File: src/rtl/clk_pkg.sv
// Shared clock constants and the period-meter state type for the digital-clock top level.
package clk_pkg;

    localparam int unsigned SOURCE_CLOCK      = 100_000_000;
    localparam int unsigned DISPLAY_SCAN_FREQ = 400;
    localparam int unsigned SECONDS_FREQ      = 1;

    typedef enum logic {
        StIdle,
        StMeasure
    } meter_state_e;

endpackage

File: src/rtl/sync_edge_detect.sv
// Two-flop synchronizer for an asynchronous input, plus one-cycle rise/fall pulses.
module sync_edge_detect (
    input  logic i_clk,
    input  logic i_rst,
    input  logic i_async,
    output logic o_level,
    output logic o_rise,
    output logic o_fall
);

    logic s1_q;
    logic s2_q;
    logic s3_q;

    always_ff @(posedge i_clk or posedge i_rst) begin
        if (i_rst) begin
            s1_q <= 1'b0;
            s2_q <= 1'b0;
            s3_q <= 1'b0;
        end else begin
            s1_q <= i_async;
            s2_q <= s1_q;
            s3_q <= s2_q;
        end
    end

    // s3 only delays the synchronized level for edge detection.
    assign o_level = s2_q;
    assign o_rise  = s2_q & ~s3_q;
    assign o_fall  = ~s2_q & s3_q;

endmodule

File: src/rtl/clk_period_meter.sv
// Measures period and high time of a slow input in i_clk cycles, with lock and timeout flags.
module clk_period_meter
    import clk_pkg::*;
#(
    parameter int unsigned SOURCE_CLOCK = clk_pkg::SOURCE_CLOCK,
    parameter int unsigned EXP_FREQ     = DISPLAY_SCAN_FREQ,
    parameter int unsigned EXP_PERIOD   = SOURCE_CLOCK / EXP_FREQ,
    parameter int unsigned TOL_CNT      = 250,
    parameter int unsigned TIMEOUT_CNT  = 1_000_000,
    parameter int unsigned CNT_W        = 32
) (
    input  logic             i_clk,
    input  logic             i_rst,
    input  logic             i_sig,
    output logic [CNT_W-1:0] o_period,
    output logic [CNT_W-1:0] o_high,
    output logic             o_valid,
    output logic             o_locked,
    output logic             o_timeout
);

    // Lower bound clamps at zero so a loose tolerance cannot wrap.
    localparam int unsigned TOL_LO_INT = (EXP_PERIOD > TOL_CNT) ? (EXP_PERIOD - TOL_CNT) : 0;
    localparam int unsigned TOL_HI_INT = EXP_PERIOD + TOL_CNT;

    localparam logic [CNT_W-1:0] TOL_LO      = CNT_W'(TOL_LO_INT);
    localparam logic [CNT_W-1:0] TOL_HI      = CNT_W'(TOL_HI_INT);
    localparam logic [CNT_W-1:0] TIMEOUT_LIM = CNT_W'(TIMEOUT_CNT);
    localparam logic [CNT_W-1:0] CNT_ONE     = CNT_W'(1);

    logic sig_level;
    logic sig_rise;
    logic unused_fall;

    sync_edge_detect u_sync (
        .i_clk   (i_clk),
        .i_rst   (i_rst),
        .i_async (i_sig),
        .o_level (sig_level),
        .o_rise  (sig_rise),
        .o_fall  (unused_fall)
    );

    meter_state_e     state_q, state_d;
    logic [CNT_W-1:0] cnt_q, cnt_d;
    logic [CNT_W-1:0] hcnt_q, hcnt_d;
    logic [CNT_W-1:0] period_q, period_d;
    logic [CNT_W-1:0] high_q, high_d;
    logic             valid_q, valid_d;
    logic             locked_q, locked_d;
    logic             timeout_q, timeout_d;
    logic             in_tol_prev_q, in_tol_prev_d;
    logic             in_tol;

    assign in_tol = (cnt_q >= TOL_LO) && (cnt_q <= TOL_HI);

    always_comb begin
        state_d       = state_q;
        cnt_d         = cnt_q;
        hcnt_d        = hcnt_q;
        period_d      = period_q;
        high_d        = high_q;
        valid_d       = 1'b0;
        locked_d      = locked_q;
        timeout_d     = timeout_q;
        in_tol_prev_d = in_tol_prev_q;

        unique case (state_q)
            StIdle: begin
                // First edge after reset or timeout has no preceding period to report.
                if (sig_rise) begin
                    cnt_d     = CNT_ONE;
                    hcnt_d    = CNT_ONE;
                    timeout_d = 1'b0;
                    state_d   = StMeasure;
                end
            end
            StMeasure: begin
                if (sig_rise) begin
                    period_d      = cnt_q;
                    high_d        = hcnt_q;
                    valid_d       = 1'b1;
                    cnt_d         = CNT_ONE;
                    hcnt_d        = CNT_ONE;
                    timeout_d     = 1'b0;
                    locked_d      = in_tol & in_tol_prev_q;
                    in_tol_prev_d = in_tol;
                end else if (cnt_q == TIMEOUT_LIM) begin
                    state_d       = StIdle;
                    timeout_d     = 1'b1;
                    locked_d      = 1'b0;
                    in_tol_prev_d = 1'b0;
                end else begin
                    cnt_d  = (cnt_q == '1) ? cnt_q : cnt_q + CNT_ONE;
                    hcnt_d = (sig_level && (hcnt_q != '1)) ? hcnt_q + CNT_ONE : hcnt_q;
                end
            end
            default: state_d = StIdle;
        endcase
    end

    always_ff @(posedge i_clk or posedge i_rst) begin
        if (i_rst) begin
            state_q       <= StIdle;
            cnt_q         <= '0;
            hcnt_q        <= '0;
            period_q      <= '0;
            high_q        <= '0;
            valid_q       <= 1'b0;
            locked_q      <= 1'b0;
            timeout_q     <= 1'b0;
            in_tol_prev_q <= 1'b0;
        end else begin
            state_q       <= state_d;
            cnt_q         <= cnt_d;
            hcnt_q        <= hcnt_d;
            period_q      <= period_d;
            high_q        <= high_d;
            valid_q       <= valid_d;
            locked_q      <= locked_d;
            timeout_q     <= timeout_d;
            in_tol_prev_q <= in_tol_prev_d;
        end
    end

    assign o_period  = period_q;
    assign o_high    = high_q;
    assign o_valid   = valid_q;
    assign o_locked  = locked_q;
    assign o_timeout = timeout_q;

endmodule
File: config.mk
export PLATFORM = sky130hd
export DESIGN_NAME = clk_period_meter
export DESIGN_NICKNAME = d
export VERILOG_FILES = /design/src/rtl/clk_pkg.sv /design/src/rtl/sync_edge_detect.sv /design/src/rtl/clk_period_meter.sv
export SDC_FILE = /design/constraint.sdc
export NUM_CORES = 1
export LEC_CHECK = 0
export ABC_CLOCK_PERIOD_IN_PS = 5000
export BUFFER_PORTS_ARGS = -buffer_cell sky130_fd_sc_hd__buf_2
export CAP_MARGIN = 10
export CORE_AREA = 2 2 168 170
export CTS_CLUSTER_DIAMETER = 50
export DETAILED_ROUTE_END_ITERATION = 7
export DIE_AREA = 0 0 170 172
export PLACE_DENSITY_LB_ADDON = 0.12
export SLEW_MARGIN = 20
export SYNTH_ARGS = -nofsm -noshare
export SYNTH_HDL_FRONTEND = slang
export SYNTH_HIERARCHICAL = 1
export SYNTH_SLANG_ARGS = --single-unit
File: constraint.sdc
create_clock -name i_clk -period 5 [get_ports i_clk]
set_input_delay 1 -clock i_clk [delete_from_list [all_inputs] [get_ports i_clk]]
set_output_delay 1 -clock i_clk [all_outputs]
set_load 0.005 [all_outputs]
==> results of run 1 <==
==> stage by stage <==
| step | hold slack, ns | setup WS [ns] | instance area (sq um) |
|---|---|---|---|
| floorplan | 0.331 | 0.446 | 6720 |
| global placement | 0.338 | 1.67 | 7360 |
| detailed placement | 0.335 | 1.61 | 7370 |
| CTS | 0.350 | 1.59 | 8040 |
| global route | 0.376 | 1.42 | 8040 |
| finish | 0.348 | 1.60 | 8040 |
==> flip-flops by register name, indices dropped and copies added, names as in the netlist <==
register	cells
state_q	1
cnt_q	32
u_sync/s1_q	1
u_sync/s3_q	1
o_high	32
hcnt_q	32
o_timeout	1
u_sync/o_level	1
o_period	32
o_valid	1
in_tol_prev_q	1
o_locked	1
==> routing by layer <==
| metal | routed length, um | global-route usage, % | up-vias |
|---|---|---|---|
| li1 | - | - | 2469 |
| met5 | 0 | 0 | - |
| met1 | 8790 | 17.6 | 2613 |
| met4 | 373 | 5.39 | 0 |
| met2 | 7910 | 19.2 | 96 |
| met3 | 699 | 2.59 | 22 |
==> cell type report <==
cell class | count | area (sq um)
multi-input combinational | 428 | 3070
clock inverter | 12 | 223
inverter | 13 | 56.3
clock buffer | 20 | 447
timing repair buffer | 78 | 413
tap | 346 | 433
sequential | 136 | 3400
fill | 2881 | 19400
==> final timing paths <==
kind / end / slack (ns) / cells past startpoint
worst max-delay path: cnt_q[30] / 1.60 / 6
worst min-delay path: u_sync/o_level / 0.35 / 0
worst max register to register: cnt_q[30] / 1.60 / 6
worst min register to register: u_sync/o_level / 0.35 / 0
max in group asynchronous: o_high[20] / 3.40 / 3
min in group asynchronous: u_sync/s1_q / 0.48 / 2
==> report_power, final <==
group / internal (mW) / switching (mW)
Combinational: 0.0813 / 0.123
Sequential: 1.14 / 0.0591
Clock: 0.949 / 0.504
Total: 2.17 / 0.686
==> flow_summary.yaml, run 1 <==
outcome:
  status: "complete, no violations"
sta:
  slew_headroom_pct: 26.7
  finalSetupTns_ns: 0
  fmax_ghz: 0.294
  period_share_pct: 68.1
  worstMarginPinSlew_ns: 1.10
  clock_skew_ns: 0.0131
  setup_viol: 0
  period_minus_slack_ns: 3.40
  final_max_slew_viol_count: 0
  rsz0062_at_grt: "false"
  hold_violations: 0
global_routing:
  grt.overflow.total: 0
  grt_max_degree: 106
  grt_pass1_vias: 5265
  grt_util_all_layers_pct: 12.7
  antenna_found_initial: 0
  grt_pass1_wl_mm: 29.1
drt:
  drtAntennaViolNets: 0
  drtIter0Drc: 345
  drc_errors: 0
  viasPerCell: 5.03
  num_vias: 5200
  firstDrtPassIters: 4
  routedWlPerCell_um: 17.2
  wirelength_mm: 17.8
floorplan:
  start_util_pct: 24.5
  dieArea_sq_mm: 0.0292
  core_sq_mm: 0.0275
  ios: 70
  fp-row-count: 61
  dieHeight_um: 172
  die_x_um: 170
placement:
  dp_hpwl_mm: 11.3
  io_buffers: 69
  placed_cells: 1001
  place_congestion: 0.769
critical_path:
  critPathKind: "reg2reg"
  crit_path_cell_trace: "or4b_1 > or4_4 > o41ai_4 > buf_4 > nor4_1 > mux2_1"
  timing.rr.start: "cnt_q[15]"
  crit_buf_inv: 1
  max_stage_delay_ns: 0.71
  critPathArrivalTime_ns: 3.71
  cp-start-kind: "register"
  cp_slowest_cell: "o41ai_4"
  crit_required_ns: 5.31
  crit_path_max_fanout: 37
  cp-end-kind: "register"
  crit_family: "simple AND/OR/NAND/NOR gates"
  crit_start: "cnt_q[15]"
clock_tree:
  cts_tree: "built"
  clock-sinks: 136
  cts_buffers: 17
  post_cts_resized: 0
  postCtsSetupRepairBufs: 0
  clk_latency_ns: 0.43
  cts.clk_slew.worst_paths_ns: 0.06
  cts.htree.levels: 4
  cts-root-buf: "clkbuf_16"
  holdBufCountCts: 0
  clock_path_buffers: 2
worst_hold_path:
  hp-start: "u_sync/s1_q"
  holdCritPathClass: "reg2reg"
cells_and_area:
  layout_common_cells: "dfrtp_1 (136), buf_2 (69), mux2_2 (58)"
  post-route-util_pct: 29.3
  final_net_count: 681
  diodes: 0
  final_cells: 1033
  final_common_cell: "dfrtp_1"
  drive_gt1_share_pct: 26.5
  area_growth_pct: 19.6
synthesis:
  synth_cells: 624
  synth_area_sq_mm: 0.00672
  syn_nets: 631
  yosysWarnings: 6
  syn_avg_cell_area_sq_um: 10.8
power:
  p_leak_nw: 3.59
  finalPower_mw: 2.86
  ir_drop_mv: 0.161
  power_density_mw_per_mm2: 356
flow_run:
  cap_violations: 0
No activity file was read; power rests on OpenSTA's default activity.
==> run 2: changes to the inputs <==
Settings changed: ABC_AREA from default to 1, ABC_CLOCK_PERIOD_IN_PS 5000 to 2960, CORE_AREA 2 2 168 170 to 2 2 177 179, DIE_AREA 0 0 170 172 to 0 0 179 181.
Clock period 5 ns to 2.96 ns, I/O delays scaled along.
==> run 2 against run 1 <==
  * Wire length rose by 41%
  * Flip-flop and latch count is the same
  * Hold slack worse by 0.30 ns
  * Largest power group unchanged
  * Die area rose by 11%
  * Synthesized cell count rose by 79%
  * Highest routed layer unchanged
  * Clock power increased by 56%
  * Design area up 11%
==> flow_summary.yaml, run 2 <==
outcome:
  status: "complete, no violations"
sta:
  hold_slack_ns: 0.0481
  clock_skew_ns: 0.0179
  period_minus_slack_ns: 2.54
  setup_viol: 0
  hold_violations: 0
  rsz0062_at_grt: "false"
  finalSetupTns_ns: 0
  fmax_ghz: 0.394
  period_share_pct: 85.8
  slew_headroom_pct: 50.0
  final_max_slew_viol_count: 0
  worstMarginPinSlew_ns: 0.750
drt:
  wirelength_mm: 25.1
  num_vias: 7164
  viasPerCell: 4.53
  drtIter0Drc: 541
  drtAntennaViolNets: 0
  firstDrtPassIters: 5
  routedWlPerCell_um: 15.8
  drc_errors: 0
synthesis:
  syn_nets: 1122
  synth_area_sq_mm: 0.00754
  synth_cells: 1115
  syn_avg_cell_area_sq_um: 6.76
  yosysWarnings: 6
global_routing:
  grt_pass1_vias: 6781
  grt_busiest_layer: "met1"
  grt.overflow.total: 0
  use_met3_pct: 2.29
  grt_util_all_layers_pct: 16.3
  grt_max_degree: 57
  grt_util_met1_pct: 26.5
  use_met2_pct: 21.7
  grt_pass1_wl_mm: 40.5
  antenna_found_initial: 0
power:
  sequentialPowerShare_pct: 43.3
  comb_power_share_pct: 9.6
  power.internal_mw: 3.44
  power_frac_clock_pct: 47.1
  power_density_mw_per_mm2: 538
  p_leak_nw: 4.21
  ir_drop_mv: 0.340
  switchingPower_mw: 1.37
  power_switching_share_pct: 28.4
clock_tree:
  post_cts_resized: 0
  clock_path_buffers: 2
  cts_tree: "built"
  clk_latency_ns: 0.44
  holdBufCountCts: 0
  postCtsSetupRepairBufs: 0
  cts.clk_slew.worst_paths_ns: 0.07
  cts_buffers: 17
  cts.htree.levels: 4
  cts-root-buf: "clkbuf_16"
  clock-sinks: 136
cells_and_area:
  drive_gt1_share_pct: 11.3
  final_net_count: 1181
  diodes: 0
  layout_common_cells: "nand2_1 (453), nor2_1 (161), dfrtp_1 (136)"
  final_common_cell: "nand2_1"
  area_growth_pct: 18.4
placement:
  dp_hpwl_mm: 18.3
  place_congestion: 0.873
  io_buffers: 69
floorplan:
  die_x_um: 179
  ios: 70
  core_sq_mm: 0.0303
  dieHeight_um: 181
  dieArea_sq_mm: 0.0324
  fp-row-count: 64
  start_util_pct: 24.8
critical_path:
  critPathArrivalTime_ns: 2.86
  cp-start-kind: "register"
  critPathKind: "reg2reg"
  crit_path_max_fanout: 41
  cp-end-kind: "register"
  crit_required_ns: 3.28
worst_hold_path:
  holdCritPathClass: "in2async"
flow_run:
  cap_violations: 0
run 2: through the flow:
step,power (mW),instance area (sq um),util [%],std cells,setup WS [ns]
floorplan,2.40,7540,-,1115,0.717
global placement,2.58,8320,27.4,1551,0.332
detailed placement,2.58,8320,27.4,1551,0.281
CTS,4.88,8920,29.4,1583,0.258
global route,5.05,8930,29.4,1583,0.149
finish,4.80,8930,29.4,1583,0.421
run 2: critical path, stage by stage, from the launching register on:
cell,delay (ns)
dfrtp_1,0.51
ha_1,0.35
nand2_2,0.11
nor2_4,0.19
nand2_2,0.16
nor2_2,0.16
nand2_1,0.10
nand2_1,0.08
nand2_2,0.06
nand2_4,0.32
inv_2,0.24
nand2_1,0.11
nand2_1,0.05
run 2: layer usage:
layer	up-vias	share of wire (%)
met2	204	39
li1	3645	-
met3	25	5.4
met5	-	0
met1	3290	55
met4	0	1.2
run 2: final cells by class:
type / instances / area [sq um]
multi-input combinational: 851 / 3610
clock buffer: 18 / 429
inverter: 85 / 323
clock inverter: 14 / 175
fill: 3345 / 21400
tap: 396 / 495
timing repair buffer: 83 / 488
sequential: 136 / 3400
run 2: final timing paths:
path | from | end | slack [ns] | depth (start not counted)
max | hcnt_q[0] | hcnt_q[21] | 0.42 | 12
min | i_rst | u_sync/s1_q | 0.05 | 2
max reg2reg | hcnt_q[0] | hcnt_q[21] | 0.42 | 12
min reg2reg | u_sync/s1_q | u_sync/o_level | 0.41 | 0
max in group asynchronous | i_rst | cnt_q[1] | 2.09 | 3
min in group i_clk | i_sig | u_sync/s1_q | 0.25 | 1
run 2: power by group through the flow:
stage / sequential, mW / clock (mW) / combinational, mW
2_1_floorplan: 2.06 / 0 / 0.342
3_3_place_gp: 2.12 / 0 / 0.464
3_5_place_dp: 2.11 / 0 / 0.469
4_1_cts: 2.08 / 2.33 / 0.470
5_1_grt: 2.10 / 2.42 / 0.535
6_report: 2.08 / 2.26 / 0.459
==> run 3: changes to the inputs <==
Settings changed: ABC_AREA 1 to default, CORE_AREA 2 2 177 179 to 2 2 168 170, DIE_AREA 0 0 179 181 to 0 0 170 172.
==> run 3 against run 2 <==
  * Core utilization shrank 0.17 points
  * Count of clock-buffer cells in the layout is 5 higher
  * Critical path type unchanged
  * Via count is 27% lower
  * Critical path depth decreased by 6
  * Flip-flop and latch count unchanged
  * Non-clock buffer count is 14 higher
  * Combinational power fell by 16%
  * Highest routed layer unchanged
  * Clock skew down 0.0070 ns
==> flow_summary.yaml, run 3 (synthesis results as in run 1) <==
placement:
  place_congestion: 0.764
  dp_slack_ns: 0.233
  dp_hpwl_mm: 11.9
  io_buffers: 69
floorplan:
  dieArea_sq_mm: 0.0292
  die_x_um: 170
  fp-row-count: 61
  start_util_pct: 24.5
  core_sq_mm: 0.0275
  dieHeight_um: 172
  ios: 70
critical_path:
  crit_path_max_fanout: 24
  crit_required_ns: 3.22
  cp_slowest_cell: "or4_4"
  crit_buf_inv: 1
  crit_family: "simple AND/OR/NAND/NOR gates"
  critPathArrivalTime_ns: 3.02
  max_stage_delay_ns: 0.60
  cp-start-kind: "register"
  crit_path_cell_trace: "or4b_1 > or4_4 > o311ai_4 > buf_4 > or4_1 > a21oi_1"
  critPathKind: "reg2reg"
  cp-end-kind: "register"
sta:
  finalSetupTns_ns: 0
  period_minus_slack_ns: 2.76
  hold_slack_ns: 0.0725
  rsz0062_at_grt: "false"
  final_max_slew_viol_count: 0
  slew_headroom_pct: 56.3
  setup_viol: 0
  period_share_pct: 93.1
  hold_violations: 0
  fmax_ghz: 0.363
  clock_skew_ns: 0.0109
  setup_ws_ns: 0.204
  worstMarginPinSlew_ns: 0.655
power:
  ir_drop_mv: 0.307
  power_density_mw_per_mm2: 529
  p_leak_nw: 3.62
  finalPower_mw: 4.25
drt:
  wirelength_mm: 18.1
  drtIter0Drc: 331
  routedWlPerCell_um: 17.3
  viasPerCell: 5.00
  drc_errors: 0
  firstDrtPassIters: 5
  num_vias: 5243
  drtAntennaViolNets: 0
clock_tree:
  cts_buffers: 17
  clock-sinks: 136
  cts.htree.levels: 4
  post_cts_resized: 0
  cts-root-buf: "clkbuf_16"
  clock_path_buffers: 2
  clk_latency_ns: 0.41
  cts.clk_slew.worst_paths_ns: 0.06
  holdBufCountCts: 0
  cts_tree: "built"
  postCtsSetupRepairBufs: 0
cells_and_area:
  post-route-util_pct: 29.2
  diodes: 0
  drive_gt1_share_pct: 27.5
  area_growth_pct: 19.5
  layout_common_cells: "dfrtp_1 (136), buf_2 (69), mux2_2 (58)"
  final_common_cell: "dfrtp_1"
  final_net_count: 700
global_routing:
  grt_max_degree: 86
  grt_pass1_wl_mm: 29.5
  antenna_found_initial: 0
  grt.overflow.total: 0
  grt_pass1_vias: 5243
  grt_util_all_layers_pct: 13.0
worst_hold_path:
  holdCritPathClass: "in2async"
flow_run:
  cap_violations: 0
outcome:
  status: "complete, no violations"
-- run 3: cell types whose count changed in the layout (fill, tap and decap cells not counted), sizes merged, moves of 8 or more --
cell	delta
o21ai	-82
nand3	-46
o31ai	+41
a21oi	+42
nor2	-137
or4	+42
and4	+8
inv	-72
nor2b	+17
buf	+14
nor4	+19
nand2	-429
mux2	+75
-- run 3: final cells by class --
| type | instances | area, sq um |
|---|---|---|
| Clock buffer | 23 | 458 |
| Clock inverter | 5 | 27.5 |
| Fill cell | 2866 | 19400 |
| Inverter | 13 | 52.6 |
| Multi-Input combinational cell | 428 | 3050 |
| Sequential cell | 136 | 3400 |
| Tap cell | 346 | 433 |
| Timing Repair Buffer | 97 | 606 |
-- run 3: metal layers --
metal,vias to the layer above,global-route usage (%),routed length (um)
met1,2642,18.6,9160
li1,2497,-,-
met4,0,3.72,176
met2,94,19.4,8130
met3,10,3.30,675
met5,-,0,0
-- run 3: per-stage QoR --
stage	instance area, sq um	std cells
finish	8030	1048
global route	8030	1048
CTS	8030	1048
detailed placement	7550	1020
global placement	7550	1020
floorplan	6720	624
-- run 3: worst paths after layout --
kind,startpoint,to,slack [ns],cells past startpoint
max,cnt_q[15],hcnt_q[13],0.20,6
min,i_rst,u_sync/s1_q,0.07,2
max reg2reg,cnt_q[15],hcnt_q[13],0.20,6
min reg2reg,u_sync/s1_q,u_sync/o_level,0.37,0
max in group asynchronous,i_rst,cnt_q[8],2.22,3
min in group i_clk,i_sig,u_sync/s1_q,0.29,1
-- run 3: where the power goes --
part | switching [mW] | internal (mW)
Clock | 0.782 | 1.07
Sequential | 0.0843 | 1.93
Combinational | 0.230 | 0.154
Total | 1.10 | 3.16
